## config.mk

```make
export PLATFORM = sky130hd
export DESIGN_NAME = alu_mul_seq
export DESIGN_NICKNAME = d
export VERILOG_FILES = /design/src/rtl/alu_mul_seq.sv
export SDC_FILE = /design/constraint.sdc
export NUM_CORES = 1
export LEC_CHECK = 0
export ABC_AREA = 1
export ABC_CLOCK_PERIOD_IN_PS = 3500
export BUFFER_PORTS_ARGS = -buffer_cell sky130_fd_sc_hd__buf_2
export CAP_MARGIN = 10
export CORE_MARGIN = 5
export CORE_UTILIZATION = 49
export CTS_BUF_LIST = sky130_fd_sc_hd__clkbuf_4 sky130_fd_sc_hd__clkbuf_8
export DETAILED_ROUTE_END_ITERATION = 8
export PLACE_DENSITY = 0.83
export SYNTH_ARGS = -nofsm -noshare
export SYNTH_HDL_FRONTEND = slang
export SYNTH_SLANG_ARGS = --single-unit
```

## constraint.sdc

```tcl
create_clock -name clk -period 3.5 [get_ports clk]
set_clock_uncertainty 0.1 [all_clocks]
set_input_delay 0.35 -clock clk [delete_from_list [all_inputs] [get_ports clk]]
set_output_delay 0.35 -clock clk [all_outputs]
set_load 0.01 [all_outputs]
```

## src/rtl/alu_mul_seq.sv

```systemverilog
// Unsigned 32x32 shift-and-add multiply sequencer. Borrows the datapath's shared
// ALU for each partial-sum add through an alu_req/alu_gnt handshake.
module alu_mul_seq #(
    parameter logic [3:0] OP_ADD  = 4'b0001,
    parameter logic [3:0] OP_PASS = 4'b0000
) (
    input  logic        clk,
    input  logic        rst,
    input  logic        start,
    input  logic [31:0] mcand,
    input  logic [31:0] mplier,
    output logic        busy,
    output logic        done,
    output logic [31:0] prod_hi,
    output logic [31:0] prod_lo,
    output logic        alu_req,
    input  logic        alu_gnt,
    output logic [31:0] alu_a,
    output logic [31:0] alu_b,
    output logic [3:0]  alu_op,
    output logic [4:0]  alu_shamt,
    input  logic [31:0] alu_result,
    input  logic        alu_carry
);

    typedef enum logic [1:0] {
        S_IDLE = 2'd0,
        S_RUN  = 2'd1,
        S_DONE = 2'd2
    } state_t;

    state_t      r_state;
    state_t      w_state_next;
    logic [31:0] r_mc;
    logic [31:0] r_hi;
    logic [31:0] r_lo;
    logic [5:0]  r_cnt;
    logic [31:0] w_mc_next;
    logic [31:0] w_hi_next;
    logic [31:0] w_lo_next;
    logic [5:0]  w_cnt_next;

    // Upper 33 bits of the pre-shift value: {carry,sum} when adding, {0,hi} otherwise.
    logic [32:0] w_upper;
    logic        w_advance;

    assign w_upper   = r_lo[0] ? {alu_carry, alu_result} : {1'b0, r_hi};
    assign w_advance = ~r_lo[0] | alu_gnt;

    always_ff @(posedge clk or posedge rst) begin
        if (rst) begin
            r_state <= S_IDLE;
            r_mc    <= '0;
            r_hi    <= '0;
            r_lo    <= '0;
            r_cnt   <= '0;
        end else begin
            r_state <= w_state_next;
            r_mc    <= w_mc_next;
            r_hi    <= w_hi_next;
            r_lo    <= w_lo_next;
            r_cnt   <= w_cnt_next;
        end
    end

    always_comb begin
        w_state_next = r_state;
        w_mc_next    = r_mc;
        w_hi_next    = r_hi;
        w_lo_next    = r_lo;
        w_cnt_next   = r_cnt;
        case (r_state)
            S_IDLE: begin
                if (start) begin
                    w_mc_next    = mcand;
                    w_hi_next    = '0;
                    w_lo_next    = mplier;
                    w_cnt_next   = '0;
                    w_state_next = S_RUN;
                end
            end
            S_RUN: begin
                // A set multiplier bit without a grant stalls with every register held.
                if (w_advance) begin
                    {w_hi_next, w_lo_next} = {w_upper, r_lo[31:1]};
                    w_cnt_next             = r_cnt + 6'd1;
                    if (r_cnt == 6'd31) begin
                        w_state_next = S_DONE;
                    end
                end
            end
            S_DONE: begin
                w_state_next = S_IDLE;
            end
            default: begin
                w_state_next = S_IDLE;
            end
        endcase
    end

    assign busy      = (r_state != S_IDLE);
    assign done      = (r_state == S_DONE);
    assign prod_hi   = r_hi;
    assign prod_lo   = r_lo;
    assign alu_req   = (r_state == S_RUN) & r_lo[0];
    assign alu_a     = r_hi;
    assign alu_b     = r_mc;
    assign alu_op    = alu_req ? OP_ADD : OP_PASS;
    assign alu_shamt = 5'd0;

endmodule

```

==> impl_metrics.py, run 1 <==
metrics = {
    "outcome": {
        "status": "finished with violations",
        "violations": "hold timing",
    },
    "finish": {
        "final_cell_mix": "nand2_1, buf_2, dfrtp_1, nand3_1",
        "mostFrequentLayoutCell": "nand2_1",
        "area.growth.synth_to_final_pct": 22.39,
        "final_nets": 955,
        "antenna_cells": 0,
        "multi_input_area_sq_mm": 0.002102,
        "register_area_sq_mm": 0.002603,
        "fillCellCount": 997,
        "fin_util": 0.6160,
        "fin_cells": 993,
        "drive_gt1_frac": 0.3442,
    },
    "floorplanning": {
        "dieArea_sq_mm": 0.01276,
        "rows": 37,
        "initial_utilization": 0.5033,
        "die_h_microns": 113.0,
        "pin_count": 241,
        "fp.coreArea_sq_mm": 0.01032,
        "die_w_microns": 113.0,
    },
    "placement": {
        "dp.cells": 978,
        "place.gp.congestion": 0.7932,
        "dp_hpwl_microns": 9653,
        "port_buffers": 232,
    },
    "cts": {
        "clock_latency_ns": 0.36,
        "clk_pin_slew_ns": 0.10,
        "ctsResizeCount": 0,
        "cts_sinks": 104,
        "clk_path_buf_depth": 2,
        "cts-htree-levels": 3,
        "cts_buffers": 9,
        "cts-root-buf": "clkbuf_8",
        "cts_tree": "done",
        "post_cts_buffers": 0,
        "ctsHoldBuffers": 0,
    },
    "critical_path": {
        "cp_slowest_cell": "inv_1",
        "rrSetupSlack_ns": 1.37,
        "criticalPathCategory": "reg2out",
        "crit_fanout": 32,
        "crit_path_end_kind": "output port",
        "cp-startpoint": "prod_lo[0]",
        "critPathRequiredTime_ns": 3.05,
        "r2r-end": "alu_b[9]",
        "cp_data_arrival_time_ns": 1.78,
        "reg2reg_from": "r_state[0]",
        "cp_slowest_stage_delay_ns": 0.62,
        "crit_chain": "inv_1 > nor2_1 > buf_2",
        "reg2reg_depth": 5,
        "cp-start-kind": "flip-flop",
    },
    "detailed_routing": {
        "routed_wl_microns": 13520,
        "drc": 0,
        "drt-initial-drc-count": 354,
        "routedWlPerCell_microns": 13.61,
        "antenna_left": 0,
        "dr.pass1.iters": 4,
        "num_vias": 4850,
        "via_per_inst": 4.884,
    },
    "synthesis": {
        "yosys.area.top_type": "dfrtp_1",
        "synthTopCellsByArea": "dfrtp_1, nand2_1, buf_4",
        "ys_seq_area_frac": 0.5008,
        "synth_top_area_share": 0.5008,
        "synthesis.area_sq_mm": 0.005196,
        "ys_seq_elements": 104,
        "synth_cell_types": 21,
        "yosysWarningCount": 0,
        "netlist_instances": 671,
        "synth_area_per_cell_sq_um": 7.744,
    },
    "timing": {
        "fin_crit_sh": 0.6361,
        "hold_ws_ns": -0.002508,
        "slew_headroom": 0.3014,
        "worst_slew_pin_slew_ns": 1.045,
        "rsz0062_at_grt": "no",
        "tns_ns": 0,
        "period_minus_slack_ns": 2.226,
        "slew_violations": 0,
        "fmax_mhz": 449.2,
        "setup_viol": 0,
        "hold_violations": 1,
    },
    "grt": {
        "grt.total_usage": 0.2081,
        "grt_pass1_wl_microns": 22140,
        "grt-ovfl-total": 0,
        "grt_max_degree": 56,
        "antenna_found_initial": 0,
        "grt_pass1_vias": 4530,
    },
    "power_and_ir_drop": {
        "peakVddDrop_mv": 0.4124,
        "power.leakage_nw": 3.734,
        "p_per_area_mw_per_mm2": 945.8,
    },
    "min_path": {
        "hp-class": "in2async",
    },
    "flow_run": {
        "max-cap-violations": 0,
    },
}
[where the power goes]
group / leakage, nW / total [W] / switching [W] / internal [W]
Clock: 0.0968 / 0.000742 / 0.000394 / 0.000348
Combinational: 2.34 / 0.00303 / 0.00184 / 0.00119
Sequential: 1.30 / 0.00225 / 0.000476 / 0.00177
Total: 3.73 / 0.00601 / 0.00271 / 0.00330
[stage by stage]
stage | worst slack, ns | hold slack (ns) | power (W) | area [sq um]
floorplan | 0.3178 | 0.3708 | 0.004401 | 5223
global placement | 1.410 | 0.3495 | 0.005249 | 6166
detailed placement | 1.360 | 0.3543 | 0.005343 | 6166
CTS | 1.228 | 0.008054 | 0.006097 | 6360
global route | 1.098 | 0.03328 | 0.006575 | 6360
finish | 1.274 | -0.002508 | 0.006015 | 6360
[critical path: cells and delay by family (launching register included)]
family	cells	cell delay, ns
buf+inv	2	0.79
flops	1	0.51
simple gates	1	0.13
[synth_stat cells]
cell type    n
inv_1       13
nand2_1    352
o211ai_1    31
nor3_1       1
buf_4       42
a21oi_2      1
or2_2       31
nand4_1      2
ha_1         1
nor2_2       1
dfrtp_1    104
nand3_1     38
nor2_1      11
buf_2       16
conb_1       1
o21ai_0      1
o21bai_1     2
nor2_4       2
inv_2        1
clkbuf_1    17
buf_1        3
[kinds of logic after synthesis]
logic type / after synthesis / synth area share
fa+ha+maj: 1 / 0.002408
flops: 104 / 0.5008
buf+inv: 92 / 0.1006
other cells: 1 / 0.0007217
simple gates: 438 / 0.3451
compound gates: 35 / 0.05032
[registers in the layout (all words and copies together), names as in the netlist]
| signal | cells |
|---|---|
| alu_a | 32 |
| alu_b | 32 |
| prod_lo | 32 |
| r_cnt | 6 |
| r_state | 2 |
[how the worst max path moves through the flow]
stage / end / slack, ns
after floorplan: alu_a[0] / 0.32
after CTS: alu_req / 1.23
after detailed placement: alu_b[23] / 1.36
final: alu_req / 1.27
after global placement: alu_b[30] / 1.41
after global routing: alu_op[0] / 1.10
[routing by layer]
metal / up-vias / GRT usage / part of all wire / routed length (microns)
met2: 193 / 0.3448 / 0.48 / 6553
met1: 2242 / 0.2829 / 0.42 / 5735
li1: 2399 / - / - / -
met5: - / 0 / 0 / 0
met3: 16 / 0.04118 / 0.077 / 1035
met4: 0 / 0.05048 / 0.014 / 193
[final cells by class]
class	count	share of cell area
clock inverters	4	0.008656
multi-input cells	482	0.3305
flip-flops and latches	104	0.4092
repair buffers	242	0.1944
clock buffers	11	0.02184
well taps	136	0.02676
inverters	14	0.008656
No activity file was read; power rests on OpenSTA's default activity.
==> run 2: changes to the inputs <==
- ABC_CLOCK_PERIOD_IN_PS: 3500 -> 2290
- clock period: 3.5 -> 2.29 ns (I/O delays scaled with it)
==> run 2 against run 1 <==
Against the previous run:
- the run now ends clean
- critical path depth did not move
- critical endpoint unchanged
- non-clock buffer count rose by 28
- worst setup slack got worse by 0.92 ns
- cell count rose by 2.9%
- global-route usage rose by 1.1 points
- wire length rose by 6.1%
- combinational power rose by 56%
==> impl_metrics.py, run 2 (synthesized netlist as in run 1, its figures left out) <==
metrics = {
    "critical_path": {
        "critPathTopFamily": "buffers and inverters",
        "cp-start-kind": "flip-flop",
        "cp_slowest_stage_delay_ns": 0.51,
        "path_buf_inv": 2,
        "rrSetupSlack_ns": 0.60,
        "crit_path_end_kind": "output port",
        "crit_fanout": 32,
        "crit_chain": "inv_1 > nor2_1 > buf_2",
        "critPathRequiredTime_ns": 1.96,
        "cp_data_arrival_time_ns": 1.61,
        "cp_slowest_cell": "inv_1",
        "criticalPathCategory": "reg2out",
    },
    "grt": {
        "grt_pass1_vias": 4694,
        "grt.total_usage": 0.2191,
        "grt_max_degree": 75,
        "grt-ovfl-total": 0,
        "antenna_found_initial": 0,
        "grt_pass1_wl_microns": 23030,
    },
    "timing": {
        "fin_crit_sh": 0.8451,
        "setup_viol": 0,
        "tns_ns": 0,
        "period_minus_slack_ns": 1.935,
        "slew_violations": 0,
        "slew_headroom": 0.5388,
        "fmax_mhz": 516.7,
        "hold_violations": 0,
        "rsz0062_at_grt": "no",
        "worst_slack_ns": 0.3547,
        "worst_slew_pin_slew_ns": 0.6910,
    },
    "power_and_ir_drop": {
        "power.leakage_nw": 3.860,
        "p_per_area_mw_per_mm2": 1396,
        "peakVddDrop_mv": 0.6136,
    },
    "finish": {
        "mostFrequentLayoutCell": "nand2_1",
        "fin_cells": 1022,
        "antenna_cells": 0,
        "final_cell_mix": "nand2_1, buf_2, dfrtp_1, nand3_1",
        "final_nets": 983,
        "area.growth.synth_to_final_pct": 27.98,
        "fin_util": 0.6442,
        "drive_gt1_frac": 0.3386,
    },
    "cts": {
        "cts_buffers": 9,
        "clock_latency_ns": 0.36,
        "post_cts_buffers": 0,
        "cts_tree": "done",
        "cts-htree-levels": 3,
        "ctsResizeCount": 0,
        "clk_pin_slew_ns": 0.11,
        "clk_path_buf_depth": 2,
        "cts_sinks": 104,
        "cts-root-buf": "clkbuf_8",
    },
    "floorplanning": {
        "initial_utilization": 0.5033,
        "die_h_microns": 113.0,
        "dieArea_sq_mm": 0.01276,
        "pin_count": 241,
        "rows": 37,
        "fp.coreArea_sq_mm": 0.01032,
        "die_w_microns": 113.0,
    },
    "placement": {
        "dp_hpwl_microns": 9948,
        "port_buffers": 232,
        "pre_cts_slack_ns": 0.6096,
        "dp.cells": 982,
        "place.gp.congestion": 0.8924,
    },
    "flow_run": {
        "max-cap-violations": 0,
    },
    "detailed_routing": {
        "drc": 0,
        "routedWlPerCell_microns": 14.03,
        "via_per_inst": 4.866,
        "antenna_left": 0,
        "drt-initial-drc-count": 358,
        "num_vias": 4973,
        "routed_wl_microns": 14340,
        "dr.pass1.iters": 4,
    },
    "min_path": {
        "hp-class": "in2reg",
    },
    "outcome": {
        "status": "complete, no violations",
    },
}
-- run 2: cell types whose count changed in the layout (fill, tap and decap cells not counted), sizes merged --
cell         change
clkinv           +1
dlygate4sd3     +24
buf              +4
clkbuf           +1
bufinv           -1
-- run 2: through the flow --
stage / power, W / hold WS (ns) / instance area (sq um)
after global placement: 0.008064 / 0.2807 / 6210
after global routing: 0.01012 / 0.01220 / 6650
final: 0.009283 / 0.01583 / 6650
after detailed placement: 0.008211 / 0.2885 / 6210
after CTS: 0.009401 / 0.0008557 / 6640
after floorplan: 0.006727 / 0.2749 / 5226
-- run 2: timing repair --
item	in CTS	in global routing
hold buffers	23	1
endpoints found under the hold margin	126	1
endpoints found under the setup margin	0	0
-- run 2: power breakdown --
part,switching (W),internal (W)
logic,0.00285,0.00188
clock network,0.000636,0.000498
registers,0.000720,0.00271
total,0.00420,0.00508
-- run 2: final cells by class --
type / instances / area [sq um]
Clock buffer: 12 / 165.2
Clock inverter: 4 / 35.03
Fill cell: 945 / 3674
Inverter: 14 / 56.30
Multi-Input combinational cell: 482 / 2102
Sequential cell: 104 / 2603
Tap cell: 136 / 170.2
Timing Repair Buffer: 270 / 1519
-- run 2: final timing paths --
kind                            startpoint          end  cells past startpoint
worst min-delay path              mcand[0]     alu_b[0]                      3
worst max register to register  prod_lo[0]  prod_lo[27]                      6
max in group asynchronous              rst  prod_lo[28]                      4
min in group asynchronous              rst     alu_b[0]                      4
worst max-delay path            prod_lo[0]      alu_req                      3
worst min register to register   alu_b[23]    alu_b[23]                      2
-- run 2: tightest hold or removal path: stages --
cell     delay [ns]
buf_2          0.08
nand3_1        0.07
nand2_1        0.07
-- run 2: routing by layer --
metal	GRT usage	part of all wire	up-vias	wire length, microns
met2	0.3649	0.49	221	7025
li1	-	-	2457	-
met4	0.07772	0.022	0	321
met1	0.2878	0.41	2273	5854
met3	0.03957	0.079	22	1140
met5	0	0	-	0
==> run 3: changes to the inputs <==
- ABC_CLOCK_PERIOD_IN_PS: 2290 -> 1600
- CORE_UTILIZATION: 49 -> 44
- PLACE_DENSITY: 0.83 -> 0.79
- clock period: 2.29 -> 1.6 ns (I/O delays scaled with it)
==> run 3 against run 2 <==
Against the previous run:
- worst setup slack got worse by 0.34 ns
- die area increased by 10%
- clock power rose by 47%
- first-iteration DRC count increased by 5.0%
- critical path depth up 2
- sequential cell count did not move
- clock-buffer cell count down 1
- via count grew 5.0%
- power increased by 53%
- largest cell class unchanged
- largest power group unchanged
==> impl_metrics.py, run 3 (synthesized netlist as in run 1, its figures left out) <==
metrics = {
    "outcome": {
        "status": "complete, no violations",
    },
    "critical_path": {
        "crit_fanout": 4,
        "reg2reg_depth": 7,
        "rrSetupSlack_ns": 0.10,
        "crit_path_end_kind": "output port",
        "reg2reg_from": "r_state[1]",
        "cp-start-kind": "flip-flop",
        "criticalPathCategory": "reg2out",
        "cp_data_arrival_time_ns": 1.32,
        "r2r-end": "alu_a[24]",
        "critPathRequiredTime_ns": 1.34,
    },
    "detailed_routing": {
        "dr.pass1.iters": 4,
        "routedWlPerCell_microns": 14.47,
        "num_vias": 5224,
        "drc": 0,
        "drt-initial-drc-count": 376,
        "via_per_inst": 4.833,
        "antenna_left": 0,
        "routed_wl_microns": 15640,
    },
    "cts": {
        "cts_sinks": 104,
        "cts-htree-levels": 3,
        "cts_buffers": 9,
        "clk_path_buf_depth": 2,
        "cts-root-buf": "clkbuf_8",
        "cts_tree": "done",
        "clk_pin_slew_ns": 0.09,
        "clock_latency_ns": 0.35,
    },
    "power_and_ir_drop": {
        "pwr-share-comb": 0.536,
        "p_sw_w": 0.006211,
        "peakVddDrop_mv": 0.7558,
        "pwr-share-seq": 0.347,
        "clock_power_share": 0.117,
        "switching_share": 0.4370,
        "p_int_w": 0.008001,
        "power.leakage_nw": 4.158,
        "p_per_area_mw_per_mm2": 1933,
    },
    "grt": {
        "antenna_found_initial": 0,
        "grt-ovfl-total": 0,
        "grt_pass1_wl_microns": 24910,
        "grt_max_degree": 70,
        "grt_pass1_vias": 4952,
        "grt.total_usage": 0.2148,
    },
    "finish": {
        "drive_gt1_frac": 0.3475,
        "antenna_cells": 0,
        "final_nets": 1036,
        "mostFrequentLayoutCell": "nand2_1",
        "final_cell_mix": "nand2_1, buf_2, dfrtp_1, dlygate4sd3_1, nand3_1",
        "fin_cells": 1081,
        "area.growth.synth_to_final_pct": 41.46,
        "finish.instance_area_sq_mm": 0.007351,
    },
    "floorplanning": {
        "rows": 39,
        "initial_utilization": 0.4512,
        "die_h_microns": 118.7,
        "pin_count": 241,
        "fp.coreArea_sq_mm": 0.01152,
        "dieArea_sq_mm": 0.01408,
        "die_w_microns": 118.7,
    },
    "flow_run": {
        "max-cap-violations": 0,
    },
    "placement": {
        "place.gp.congestion": 0.7967,
        "place_area_sq_mm": 0.006336,
        "dp.cells": 993,
        "port_buffers": 232,
        "dp_hpwl_microns": 9807,
    },
    "timing": {
        "hold_violations": 0,
        "fin_crit_sh": 0.9877,
        "fmax_mhz": 632.8,
        "hold_ws_ns": 0.01557,
        "setup_viol": 0,
        "rsz0062_at_grt": "yes",
        "slew_violations": 0,
        "tns_ns": 0,
        "period_minus_slack_ns": 1.580,
    },
    "min_path": {
        "hold_path_end": "prod_lo[10]",
        "hp-class": "in2reg",
        "hp-start": "mplier[10]",
        "whs_path_depth": 5,
    },
}
==> run 3: changes by cell type in the layout (fill, tap and decap cells not counted), moves of 3 or more <==
| cell | change |
|---|---|
| dlygate4sd3_1 | +35 |
| buf_4 | +5 |
| buf_2 | -3 |
| buf_6 | +7 |
| buf_12 | +7 |
==> run 3: layout make-up <==
cell class / instances / area, sq um
Multi-Input combinational cell: 482 / 2140
Sequential cell: 104 / 2605
Fill cell: 971 / 4165
Inverter: 14 / 58.81
Tap cell: 143 / 178.9
Clock buffer: 11 / 145.1
Timing Repair Buffer: 323 / 2168
Clock inverter: 4 / 55.05
==> run 3: stage by stage <==
stage	setup slack, ns	total power (W)	utilization
after global routing	-0.03872	0.01545	0.6383
final	0.01961	0.01421	0.6383
after detailed placement	0.1012	0.01199	0.5502
after floorplan	0.09445	0.009628	-
after global placement	0.1189	0.01183	0.5502
after CTS	0.002973	0.01398	0.6262
==> run 3: power groups by stage <==
stage | Clock [W] | Sequential [W] | Combinational [W]
3_5_place_dp | 0 | 0.00493 | 0.00706
6_report | 0.00166 | 0.00493 | 0.00762
2_1_floorplan | 0 | 0.00528 | 0.00435
3_3_place_gp | 0 | 0.00493 | 0.00690
5_1_grt | 0.00185 | 0.00512 | 0.00848
4_1_cts | 0.00173 | 0.00491 | 0.00735
==> run 3: worst max-delay path by stage <==
stage / from / endpoint / slack (ns) / depth (start not counted)
floorplan: rst / alu_a[0] / 0.09 / 1
global placement: r_state[0] / prod_lo[26] / 0.12 / 6
detailed placement: r_state[1] / prod_lo[3] / 0.10 / 6
CTS: r_state[1] / alu_op[0] / 0.003 / 5
global route: r_state[1] / alu_op[0] / -0.04 / 5
finish: r_state[1] / alu_op[0] / 0.02 / 5
==> run 3: worst max-delay path, stage by stage, from the launching register on <==
cell and delay [ns]:
dfrtp_1 0.44, inv_2 0.11, nand2_4 0.05, buf_6 0.13, nor2_4 0.13, buf_6 0.12
==> run 3: repair_timing <==
| action | 4_1_cts | 5_1_grt |
|---|---|---|
| resized for setup | 6 | 15 |
| gates cloned | 1 | 1 |
| pin swaps | 1 | 3 |
| hold buffers | 59 | 0 |
| setup endpoints to repair | 4 | 63 |
| endpoints found under the hold margin | 162 | 0 |
| buffers inserted | 5 | 7 |
==> run 3: layer usage <==
| metal | wire [microns] | part of all wire | track usage |
|---|---|---|---|
| met5 | 0 | 0 | 0 |
| met4 | 507 | 0.032 | 0.07893 |
| met3 | 981 | 0.063 | 0.04776 |
| met2 | 7809 | 0.50 | 0.3634 |
| met1 | 6340 | 0.41 | 0.2701 |
